<file path="src/rtl/wma_pkg.sv">
// Shared constants and types for the world-map read-port arbiter.
// Map is 128x128 cells of 2 bits, addressed {row[6:0], col[6:0]}.
package wma_pkg;

  localparam int MAP_ADDR_W = 14;
  localparam int MAP_DATA_W = 2;
  localparam int VID_LAT    = 3;

  typedef enum logic [1:0] {
    SRC_NONE = 2'd0,
    SRC_VID  = 2'd1,
    SRC_BOT  = 2'd2
  } src_e;

  typedef enum logic {
    IDLE = 1'b0,
    WAIT = 1'b1
  } state_e;

endpackage

</file>
<file path="src/rtl/wma_delay.sv">
// Fixed-depth shift register with synchronous clear; DEPTH cycles of latency, no stall.
module wma_delay #(
  parameter int WIDTH = 1,
  parameter int DEPTH = 1
) (
  input  logic             clk,
  input  logic             reset,
  input  logic [WIDTH-1:0] din_i,
  output logic [WIDTH-1:0] dout_o
);

  logic [WIDTH-1:0] pipe_q [DEPTH];

  always_ff @(posedge clk) begin
    if (reset) begin
      for (int i = 0; i < DEPTH; i++) pipe_q[i] <= '0;
    end else begin
      pipe_q[0] <= din_i;
      for (int i = 1; i < DEPTH; i++) pipe_q[i] <= pipe_q[i-1];
    end
  end

  assign dout_o = pipe_q[DEPTH-1];

endmodule

</file>
<file path="src/rtl/world_map_arbiter.sv">
// Shares the world-map BRAM read port: video scan has fixed priority and 3-cycle latency,
// bot lookups take free slots and ack at grant+3. WMA_STATS_EN adds bot_wait_max.
module world_map_arbiter
  import wma_pkg::*;
#(
  parameter int SCALE_SHIFT_X = 3,
  parameter int SCALE_SHIFT_Y = 3,
  parameter int MAP_AW        = MAP_ADDR_W,
  parameter int PIX_W         = 11
) (
  input  logic                  clk,
  input  logic                  reset,
  input  logic [PIX_W-1:0]      pix_row,
  input  logic [PIX_W-1:0]      pix_col,
  input  logic                  video_on_in,
  input  logic                  bot_req,
  input  logic [MAP_AW-1:0]     bot_addr,
  output logic                  bot_ack,
  output logic [MAP_DATA_W-1:0] bot_data,
  output logic                  mem_en,
  output logic [MAP_AW-1:0]     mem_addr,
  input  logic [MAP_DATA_W-1:0] mem_rdata,
  output logic [MAP_DATA_W-1:0] world_pixel,
  output logic                  video_on_out
`ifdef WMA_STATS_EN
  ,
  output logic [7:0]            bot_wait_max
`endif
);

  localparam int CW = MAP_AW / 2;

  state_e                state_q, state_d;
  src_e                  tag1_q, tag2_q, tag_d;
  logic                  mem_en_q, mem_en_d;
  logic [MAP_AW-1:0]     mem_addr_q, mem_addr_d;
  logic [MAP_DATA_W-1:0] tile_q;
  logic                  bot_ack_q;
  logic [MAP_DATA_W-1:0] bot_data_q;

  logic                  vid_need;
  logic [CW-1:0]         vid_row, vid_col;
  logic [MAP_AW-1:0]     vid_addr;

  // Cell coordinates wrap past 128; unreachable at the default 96-row scale.
  assign vid_row  = CW'(pix_row >> SCALE_SHIFT_Y);
  assign vid_col  = CW'(pix_col >> SCALE_SHIFT_X);
  assign vid_addr = {vid_row, vid_col};
  assign vid_need = video_on_in && (pix_col[SCALE_SHIFT_X-1:0] == '0);

  always_comb begin
    state_d    = state_q;
    mem_en_d   = 1'b0;
    mem_addr_d = mem_addr_q;
    tag_d      = SRC_NONE;
    if (vid_need) begin
      mem_en_d   = 1'b1;
      mem_addr_d = vid_addr;
      tag_d      = SRC_VID;
    end else if (state_q == IDLE && bot_req) begin
      mem_en_d   = 1'b1;
      mem_addr_d = bot_addr;
      tag_d      = SRC_BOT;
      state_d    = WAIT;
    end
    // Release as the ack is registered so a held request can be re-granted in the ack cycle.
    if (tag2_q == SRC_BOT) state_d = IDLE;
  end

  always_ff @(posedge clk) begin
    if (reset) begin
      state_q    <= IDLE;
      mem_en_q   <= 1'b0;
      mem_addr_q <= '0;
      tag1_q     <= SRC_NONE;
      tag2_q     <= SRC_NONE;
      tile_q     <= '0;
      bot_ack_q  <= 1'b0;
      bot_data_q <= '0;
    end else begin
      state_q    <= state_d;
      mem_en_q   <= mem_en_d;
      mem_addr_q <= mem_addr_d;
      tag1_q     <= tag_d;
      tag2_q     <= tag1_q;
      bot_ack_q  <= (tag2_q == SRC_BOT);
      if (tag2_q == SRC_VID) tile_q     <= mem_rdata;
      if (tag2_q == SRC_BOT) bot_data_q <= mem_rdata;
    end
  end

  wma_delay #(
    .WIDTH(1),
    .DEPTH(VID_LAT)
  ) u_von_dly (
    .clk   (clk),
    .reset (reset),
    .din_i (video_on_in),
    .dout_o(video_on_out)
  );

  assign mem_en      = mem_en_q;
  assign mem_addr    = mem_addr_q;
  assign bot_ack     = bot_ack_q;
  assign bot_data    = bot_data_q;
  assign world_pixel = tile_q;

`ifdef WMA_STATS_EN
  logic       bot_grant;
  logic [7:0] wait_cnt_q, wait_max_q;

  assign bot_grant = !vid_need && (state_q == IDLE) && bot_req;

  // Wait is counted from the first IDLE cycle with bot_req high up to the grant cycle.
  always_ff @(posedge clk) begin
    if (reset) begin
      wait_cnt_q <= '0;
      wait_max_q <= '0;
    end else if (bot_grant) begin
      if (wait_cnt_q > wait_max_q) wait_max_q <= wait_cnt_q;
      wait_cnt_q <= '0;
    end else if (state_q == IDLE && bot_req) begin
      if (wait_cnt_q != 8'hFF) wait_cnt_q <= wait_cnt_q + 8'd1;
    end else begin
      wait_cnt_q <= '0;
    end
  end

  assign bot_wait_max = wait_max_q;
`endif

endmodule

</file>
<file path="config.mk">
export PLATFORM = sky130hd
export DESIGN_NAME = world_map_arbiter
export DESIGN_NICKNAME = d
export VERILOG_FILES = /design/src/rtl/wma_pkg.sv /design/src/rtl/wma_delay.sv /design/src/rtl/world_map_arbiter.sv
export SDC_FILE = /design/constraint.sdc
export NUM_CORES = 1
export LEC_CHECK = 0
export ABC_AREA = 1
export CAP_MARGIN = 40
export CORE_ASPECT_RATIO = 2
export CORE_MARGIN = 2
export CORE_UTILIZATION = 40
export DETAILED_ROUTE_END_ITERATION = 10
export MAX_ROUTING_LAYER = met4
export PLACE_DENSITY = 0.8
export SLEW_MARGIN = 25
export SYNTH_ARGS = -nofsm -noshare
export SYNTH_HDL_FRONTEND = slang
export SYNTH_SLANG_ARGS = --single-unit
</file>
<file path="constraint.sdc">
create_clock -name clk -period 1.69 [get_ports clk]
set_input_delay 0.169 -clock clk [delete_from_list [all_inputs] [get_ports clk]]
set_output_delay 0.169 -clock clk [all_outputs]
set_load 0.01 [all_outputs]
</file>
==> results.md <==
* Pre-antenna DRT Iters at 6
* Slew Viols, Final at 0
* WL met2 at about 1800 um
* Multi-input logic area at 518 um^2
* Buffers & Inverters on Critical Path at 1
* Status: finished, final reports clean
* CTS tree: yes
* Crit path max fanout at 2
* Worst clock skew at ~0.0015 ns
* Met3 WL at approximately 90 um
* NetSw at 0.351 mW
* Commonest non-fill, non-tap cell in the layout: clkdlybuf4s50_1
* Worst-path clk slew at about 0.090 ns
* First-pass GRT wire length at roughly 5000 um
* Leakage at around 0.84 nW
* Initial drt markers at 16
* M1 wire length at ~1100 um
* Vias in the first global route at approximately 1100
* Largest net degree at the start of global routing at 32
* Worst-margin pin slew at 0.538 ns
* Reg-to-Reg End: mem_addr[4]
* Via/cell ratio at roughly 5.0
* Post-CTS Setup Bufs at 0
* Core Footprint at 2980 um^2
* Worst-path cell chain: clkdlybuf4s50_1
* Finish-stage setup viols at 0
* Hold Vio Cnt, Final at 0
* Port buffer count at 57
* Chip height at slightly above 80 um
* Netlist cell types at 14
* Max incr delay on CP at between 0.5 and 0.6 ns
* Worst VDD drop at approximately 0.61 mV
* Int Pwr at about 1.1 mW
* Top cell type's share of synthesized area at a little under half
* Placer Congestion at 0.801
* Critical path class: flop to output port
* Max Used Layer: met4
* Synth area leaders: dfxtp_1, nand3_1, nand2_1
* Die Area at ~3600 um^2
* Dpl hpwl at 2230 um
* Synth Area per Inst at roughly 7.1 um^2
* Ys Warns at 0
* R2R Setup Slk at around 0.53 ns
* # DRC at 0
* Combinational power share at 21.7%
* Clk pwr share at between 20% and 30%
* Root Driver: clkbuf_8
* Critical Path Sink: mem_addr[12]
* Routed WL at around 3000 um
* Layout fillers at 265
* R2R Path Start: state_q
* Unrepaired setup endpoints after global routing: no
* Crit path launch: mem_addr[12]
* Syn_nets at approximately 220
* IO Count at 63
* Skew-Pair Late Insertion Delay at roughly 0.27 ns
* Area leader, netlist: dfxtp_1
* Fin crit share at 80.1%
* Initial core utilization at about two fifths
* Drt wl/cell at approximately 12 um
* Worst path arrival time at between 1 and 1.5 ns
* Hold_buf cts at 0
* Die width at 43.4 um
* Clock tree sinks at 28
* Fin nets at 271
* Initial antenna violation count at 0
* Required @ worst endpoint at 1.52 ns
* Sequential-to-total area share from yosys stat at a little under half
* All-Layer GR Usage at around 18%
* Post-cts resize count at 0
* # Max-Cap Violations at 0
* Min-Delay Path Depth at 2
* DP Worst Slack at 0.135 ns
* Antenna-violating nets left at 0
* Antenna diode count at 0
* R2r worst-path depth at 4
* Final setup TNS at 0 ns
* Register bit total from synthesis at 28
* Area Growth Syn to Fin at 51.2%
* Register area at between 500 and 600 um^2
* GRT Residual Overflow at 0
* Relative slew slack at 64.0%
* Post-Syn Area at 1240 um^2
* Row count at 28
* Crit start category: flop
* Critical path's slowest cell: clkdlybuf4s50_1
* CP endpoint kind: output port
* Cts bufs inserted at 3
* Net Sw Frac at between 20 and 25%
* Flop pwr share at 50.0%
* CP top delay family: buffers and inverters
* Setup WS post-layout at between 0.3 and 0.4 ns
* Number of H-tree levels at 1
* Final Critical Period at about 1.4 ns
* Cell depth of the worst setup path at 1
* Via count at between 1000 and 1500
* Ratio of cells with drive above 1 in the final layout at under 10%
* Max Fclk at about 0.74 GHz
* Max Buffers Root-to-Sink at 2
* Synth Instances at between 150 and 200
* Pwr per Cell Area at roughly 760 nW/um^2
* Most frequent cells in the layout: clkdlybuf4s50_1, nand3_1, nand2_1
* Worst hold path class: flop to flop
[power by group through the flow]
stage / sequential [mW] / clock, mW / combinational, mW
3_3_place_gp: 0.729 / 0 / 0.308
6_report: 0.715 / 0.405 / 0.310
4_1_cts: 0.715 / 0.413 / 0.313
2_1_floorplan: 0.744 / 0 / 0.124
5_1_grt: 0.720 / 0.436 / 0.339
3_5_place_dp: 0.730 / 0 / 0.311
[area by class of cell]
| cell class | instances | share of cell area, % |
|---|---|---|
| flip-flops and latches | 28 | 29.8 |
| well taps | 30 | 2.00 |
| multi-input cells | 110 | 27.6 |
| repair buffers | 61 | 32.6 |
| clock buffers | 4 | 2.93 |
| inverters | 25 | 5.00 |
[worst min-delay path by stage]
stage | start | end | slack, ns
final | tag1_q[0] | tag2_q[0] | 0.41
after CTS | tag1_q[0] | tag2_q[0] | 0.41
after global routing | u_von_dly.pipe_q[0][1] | u_von_dly.pipe_q[0][2] | 0.43
after detailed placement | tag1_q[0] | tag2_q[0] | 0.40
after floorplan | reset | mem_addr[1] | 0.24
after global placement | tag1_q[0] | tag2_q[0] | 0.39
[registers in the layout, summed over array words and instances (netlist names)]
name              flops
bot_data              2
bot_ack               1
mem_addr             14
mem_en                1
tag1_q                2
state_q               1
u_von_dly.pipe_q      3
tag2_q                2
world_pixel           2
[logic make-up (layout without fill, tap and decap cells)]
group	Yosys count	in the layout	synth area share (%)
and+or+nand+nor	88	88	32.8
buffers and inverters	36	90	13.2
DFF	28	28	45.1
AOI/OAI and AO/OA	22	22	8.86
[metal layers]
metal	vias to the layer above	track usage (%)
met3	2	1.30
met2	34	32.4
met5	-	-
li1	665	-
met1	599	20.2
met4	0	5.79
[synthesized netlist by cell type]
cell type / number
nor2_4: 2
buf_6: 2
nor2_1: 8
a21oi_1: 18
dfxtp_1: 28
nand2_1: 30
nand2_2: 2
buf_4: 2
nand3_1: 46
inv_2: 2
o21ai_0: 4
inv_1: 23
clkbuf_1: 2
buf_2: 5
[worst reg2reg max path, stage by stage (launching register included)]
cell and delay, ns:
dfxtp_1 0.32, inv_2 0.23, nand2_2 0.26, nand3_1 0.16, a21oi_1 0.08
[stage by stage]
| step | util, % | area, um^2 | hold slack [ns] | cells | power, mW |
|---|---|---|---|---|---|
| 2_1_floorplan | - | 1240 | 0.238 | 174 | 0.868 |
| 4_1_cts | 63.1 | 1880 | 0.408 | 258 | 1.44 |
| 6_report | 63.1 | 1880 | 0.407 | 258 | 1.43 |
| 5_1_grt | 63.1 | 1880 | 0.427 | 258 | 1.50 |
| 3_3_place_gp | 61.2 | 1820 | 0.390 | 254 | 1.04 |
| 3_5_place_dp | 61.2 | 1820 | 0.395 | 254 | 1.04 |
No activity file was read; power rests on OpenSTA's default activity.
